## src/rtl/hex_seq_ctrl.sv

```systemverilog
// hex_seq_ctrl: steps a position pointer through a small table of hex digits,
// either automatically (one advance every TICK_DIV cycles while run is held)
// or one position per rising edge of step. The table is loadable only while
// idle, and the digit at the current position drives a 7-segment display.
module hex_seq_ctrl #(
    parameter int N_DIGITS = 5,
    parameter int TICK_DIV = 4
) (
    input  logic       clk,
    input  logic       reset,
    input  logic       dir,
    input  logic       run,
    input  logic       step,
    input  logic       ld_valid,
    input  logic [2:0] ld_addr,
    input  logic [3:0] ld_data,
    output logic       ld_ready,
    output logic [6:0] hex,
    output logic [2:0] pos,
    output logic       wrap
);

    localparam int            TW        = $clog2(TICK_DIV);
    localparam logic [2:0]    LAST      = 3'(N_DIGITS - 1);
    localparam logic [TW-1:0] TICK_LAST = TW'(TICK_DIV - 1);

    typedef enum logic [1:0] {
        S_IDLE,
        S_RUN,
        S_STEP
    } state_t;

    state_t                     state_q, state_d;
    logic [TW-1:0]              tick_q, tick_d;
    logic [2:0]                 pos_q, pos_d;
    logic                       wrap_q, wrap_d;
    logic                       step_q;
    logic [N_DIGITS-1:0][3:0]   tab_q, tab_d;

    logic                       step_edge;
    logic [2:0]                 pos_nxt;
    logic                       pos_wrap;
    logic [3:0]                 digit;

    // step_q is cleared by reset, so a step held high across release still
    // counts as a fresh edge on the first clock.
    assign step_edge = step & ~step_q;

    // Candidate next position (modulo N_DIGITS) and whether moving there wraps.
    always_comb begin
        pos_nxt  = pos_q;
        pos_wrap = 1'b0;
        if (dir) begin
            if (pos_q == 3'd0) begin
                pos_nxt  = LAST;
                pos_wrap = 1'b1;
            end else begin
                pos_nxt = pos_q - 3'd1;
            end
        end else begin
            if (pos_q == LAST) begin
                pos_nxt  = 3'd0;
                pos_wrap = 1'b1;
            end else begin
                pos_nxt = pos_q + 3'd1;
            end
        end
    end

    // State register; reset abandons any run/step in flight and reloads the table.
    always_ff @(posedge clk or posedge reset) begin
        if (reset) begin
            state_q <= S_IDLE;
            tick_q  <= '0;
            pos_q   <= '0;
            wrap_q  <= 1'b0;
            step_q  <= 1'b0;
            for (int i = 0; i < N_DIGITS; i++) begin
                tab_q[i] <= 4'(i);
            end
        end else begin
            state_q <= state_d;
            tick_q  <= tick_d;
            pos_q   <= pos_d;
            wrap_q  <= wrap_d;
            step_q  <= step;
            tab_q   <= tab_d;
        end
    end

    // Next-state logic: IDLE priority is load > run > step edge.
    always_comb begin
        state_d = state_q;
        tick_d  = tick_q;
        pos_d   = pos_q;
        wrap_d  = 1'b0;
        tab_d   = tab_q;
        case (state_q)
            S_IDLE: begin
                if (ld_valid) begin
                    // Out-of-range addresses are accepted but match no entry.
                    for (int i = 0; i < N_DIGITS; i++) begin
                        if (ld_addr == 3'(i)) begin
                            tab_d[i] = ld_data;
                        end
                    end
                end else if (run) begin
                    state_d = S_RUN;
                    tick_d  = '0;
                end else if (step_edge) begin
                    state_d = S_STEP;
                end
            end
            S_RUN: begin
                if (!run) begin
                    // Dropping run discards the partial interval.
                    state_d = S_IDLE;
                    tick_d  = '0;
                end else if (tick_q == TICK_LAST) begin
                    pos_d  = pos_nxt;
                    wrap_d = pos_wrap;
                    tick_d = '0;
                end else begin
                    tick_d = tick_q + TW'(1);
                end
            end
            S_STEP: begin
                pos_d   = pos_nxt;
                wrap_d  = pos_wrap;
                state_d = S_IDLE;
            end
            default: begin
                state_d = S_IDLE;
            end
        endcase
    end

    // Outputs: load handshake, position, wrap pulse and 7-segment decode.
    always_comb begin
        ld_ready = (state_q == S_IDLE);
        pos      = pos_q;
        wrap     = wrap_q;
        digit    = tab_q[0];
        for (int i = 0; i < N_DIGITS; i++) begin
            if (pos_q == 3'(i)) begin
                digit = tab_q[i];
            end
        end
        case (digit)
            4'h0:    hex = 7'b1000000;
            4'h1:    hex = 7'b1111001;
            4'h2:    hex = 7'b0100100;
            4'h3:    hex = 7'b0110000;
            4'h4:    hex = 7'b0011001;
            4'h5:    hex = 7'b0010010;
            4'h6:    hex = 7'b0000010;
            4'h7:    hex = 7'b1111000;
            4'h8:    hex = 7'b0000000;
            4'h9:    hex = 7'b0010000;
            4'hA:    hex = 7'b0001000;
            4'hB:    hex = 7'b0000011;
            4'hC:    hex = 7'b1000110;
            4'hD:    hex = 7'b0100001;
            4'hE:    hex = 7'b0000110;
            default: hex = 7'b0001110;
        endcase
    end

endmodule
```

## config.mk

```make
export PLATFORM = sky130hd
export DESIGN_NAME = hex_seq_ctrl
export DESIGN_NICKNAME = d
export VERILOG_FILES = /design/src/rtl/hex_seq_ctrl.sv
export SDC_FILE = /design/constraint.sdc
export NUM_CORES = 1
export LEC_CHECK = 0
export BUFFER_PORTS_ARGS = -buffer_cell sky130_fd_sc_hd__buf_2
export CAP_MARGIN = 20
export CORE_UTILIZATION = 52
export CTS_CLUSTER_DIAMETER = 40
export DETAILED_ROUTE_END_ITERATION = 7
export PLACE_DENSITY_LB_ADDON = 0.15
export SYNTH_ARGS = -nofsm -noshare
export SYNTH_HDL_FRONTEND = slang
export SYNTH_SLANG_ARGS = --single-unit
```

## constraint.sdc

```tcl
create_clock -name clk -period 2.4 [get_ports clk]
set_clock_uncertainty 0.15 [all_clocks]
set_input_delay 0.24 -clock clk [delete_from_list [all_inputs] [get_ports clk]]
set_output_delay 0.24 -clock clk [all_outputs]
set_load 0.01 [all_outputs]
```

==> summary.md <==
| Metric | Value |
|---|---|
| Port Buffers | `24` |
| Fillers | `between 200 and 250` |
| Clock Latency Late Sink | `around 0.29 ns` |
| Dpl hpwl | `approximately 3.4 mm` |
| GRT Util Overall | `between 20% and 30%` |
| Most used flip-flop cell after synthesis | `dfrtp_1` |
| Dpl cell area | `about 2300 µm²` |
| Setup ws final | `-0.4468 ns` |
| Fin area | `around 2600 µm²` |
| Routability congestion estimate | `about 0.87` |
| Synth area leaders | `dfrtp_1 (31%), mux2_2 (12%), ha_1 (10%), dfstp_2 (6.8%), mux2i_1 (3.6%)` |
| Final antenna-violating net count | `0` |
| Max Cap Viol | `0` |
| Yosys top cell by area | `dfrtp_1` |
| Pre-antenna DRT Iters | `6` |
| Library cells used by synthesis | `42` |
| Asr flop ratio synth | `100.0%` |
| Setup CP Type | `reg -> out` |
| Multi-input logic area | `approximately 1300 µm²` |
| Die area | `approximately 4000 µm²` |
| Die Y | `approximately 63 µm` |
| Critical Path Fanout Max | `7` |
| WP data arrival | `between 2 and 2.5 ns` |
| Ys Warns | `0` |
| Netlist Area Pre-Place | `a little under 2000 µm²` |
| Clk buf depth | `2` |
| Area Overhead vs Synth | `35.39%` |
| Most frequent cells after synthesis | `dfrtp_1 (24), mux2_2 (20), inv_1 (18)` |
| Outcome | `finished, violations left` |
| Iter 0 DRT Violations | `~50` |
| Die X-Extent | `62.87 µm` |
| First-pass GRT wire length | `~8.0 mm` |
| Number of buffers created by CTS | `5` |
| CP max-delay cell | `dfrtp_2` |
| Routed vias | `1,600` |
| Fraction of layout instances using a drive strength above 1 | `between 50% and 60%` |
| Yosys reg bits | `29` |
| Cell count after synthesis | `between 150 and 200` |
| Largest net degree at the start of global routing | `21` |
| Worst R2R Start | `state_q[1]` |
| Starting density of the core | `55.98%` |
| FF-to-FF End | `tab_q[8]` |
| Core Area | `around 3400 µm²` |
| Core Rows | `21` |
| Final Max Tran Viols | `0` |
| Avg WL per Cell | `around 17 µm` |
| Hold Crit Depth | `2` |
| Routed vias/inst | `approximately 5.6` |
| Critical path required time | `approximately 2 ns` |
| Clock-pin slew on the worst setup and hold paths | `0.06 ns` |
| RSZ-0062 raised after global routing | `yes` |
| Post-synth EDFFs | `0` |
| Diode count | `0` |
| Synth top area share | `31.17%` |
| Min-delay src | `ld_data[3]` |
| Grt ovf | `0` |
| Mean Syn Cell Area | `around 11 µm²` |
| Initial antenna violation count | `0` |
| HP Class | `in -> reg` |
| Sink Count | `29` |
| Seq/Total Area, Yosys | `~38%` |
| Final Hold Fails | `0` |
| Routed WL | `4.727 mm` |
| Max stage delay on crit path | `~0.46 ns` |
| Period minus WS final | `approximately 2.8 ns` |
| H-Tree Depth | `2` |
| CTS root buf | `clkbuf_8` |
| CP Launch Type | `flip-flop` |
| Net Count, Synth | `around 210` |
| Top Ports | `25` |
| Hold endpoint | `tab_q[15]` |
| Cell with the most instances after synthesis | `dfrtp_1` |
| Register-to-register setup slack | `between 0.2 and 0.25 ns` |
| CTS tree | `built` |
| DRC | `0` |
| Worst rel slew slack | `70.66%` |
| Final period util | `118.6%` |
| Reg area | `about 740 µm²` |
| Fmax | `approximately 0.35 GHz` |
| Final setup fails | `7` |
| Violated checks | `negative setup slack` |
| Worst path cell trace | `ha_2 > ha_4 > a2111oi_4 > o22ai_2 > inv_2 > ha_4 > inv_2 > o32ai_1 > a32o_2 > buf_6` |
| Final nets | `~270` |
| Worst reg-to-reg path cell count | `7` |
| Critical path capture point type | `output port` |
| Worst Tran Pin Value | `roughly 0.44 ns` |
| Vias in the first global route | `roughly 1,700` |
==> logic make-up after synthesis <==
| kind of cell | share of synthesized area, % |
|---|---|
| mux | 15.33 |
| xor+xnor | 0.9093 |
| compound gates | 16.75 |
| fa+ha+maj | 10.39 |
| flops | 37.99 |
| buf+inv | 5.713 |
| simple gates | 12.92 |
==> metal layers <==
metal  track usage [%]  share of wire (%)
met5                 0                  0
met4             10.47                1.8
met3             7.117                3.2
met2             45.16                 49
met1             32.40                 46
==> placed cells by master (no fill, tap or decap), types with 4 or more instances in the layout <==
cell type  count
nor2_1        13
inv_1         13
mux2i_1        7
buf_4         23
nand2_1        8
mux2_2        20
dfstp_2        5
o21ai_0        4
clkbuf_8       6
a21o_1         4
a21oi_1        4
dfrtp_1       21
nand3_1        4
ha_1           6
buf_2         23
ha_4           6
ha_2           4
==> worst max-delay path: cells and delay by family, from the launching register on <==
kind | cells | cell delay [ns]
AO/OA/AOI/OAI | 4 | 0.78
adder cells (fa/ha/maj) | 3 | 0.64
buffers and inverters | 3 | 0.31
flip-flops | 1 | 0.46
==> sequential cells by signal, summed over array words and instances (netlist names) <==
signal,cells
pos,3
state_q,2
step_q,1
tab_q,20
tick_q,2
wrap,1
==> per-stage QoR <==
| step | worst slack (ns) | hold WS [ns] | cells | setup TNS (ns) | util [%] |
|---|---|---|---|---|---|
| 2_1_floorplan | -0.05515 | 0.1214 | 183 | -0.08890 | - |
| 3_3_place_gp | -0.2168 | 0.07545 | 264 | -1.113 | 67.39 |
| 3_5_place_dp | -0.3419 | 0.09126 | 264 | -1.858 | 67.39 |
| 4_1_cts | -0.4326 | 0.1044 | 281 | -2.590 | 74.52 |
| 5_1_grt | -0.5398 | 0.1139 | 284 | -3.437 | 75.79 |
| 6_report | -0.4468 | 0.1064 | 284 | -2.644 | 75.79 |
==> timing repair <==
item | 4_1_cts | 5_1_grt
buffers inserted | 7 | 3
endpoints found under the setup margin | 7 | 7
hold buffers | 2 | 0
resized for setup | 17 | 4
gates cloned | 1 | 0
pin swaps | 3 | 6
endpoints found under the hold margin | 10 | 0
==> layout make-up <==
class                   instances  share of cell area [%]
multi-input cells             132                   49.54
repair buffers                 52                   13.86
flip-flops and latches         29                   28.20
inverters                      18                   2.878
well taps                      46                   2.206
clock buffers                   7                   3.309
==> worst max path at each step <==
stage	from	to	slack, ns	cells after the start
after floorplan	pos[0]	hex[1]	-0.06	11
after global placement	pos[0]	hex[1]	-0.22	7
after detailed placement	pos[1]	hex[0]	-0.34	8
after CTS	pos[1]	hex[1]	-0.43	11
after global routing	pos[0]	hex[0]	-0.54	8
final	pos[0]	hex[1]	-0.45	10
Power is left out: the tool's default activity adds up to more than one toggle a clock period on the data nets, which glitch-free logic cannot reach.
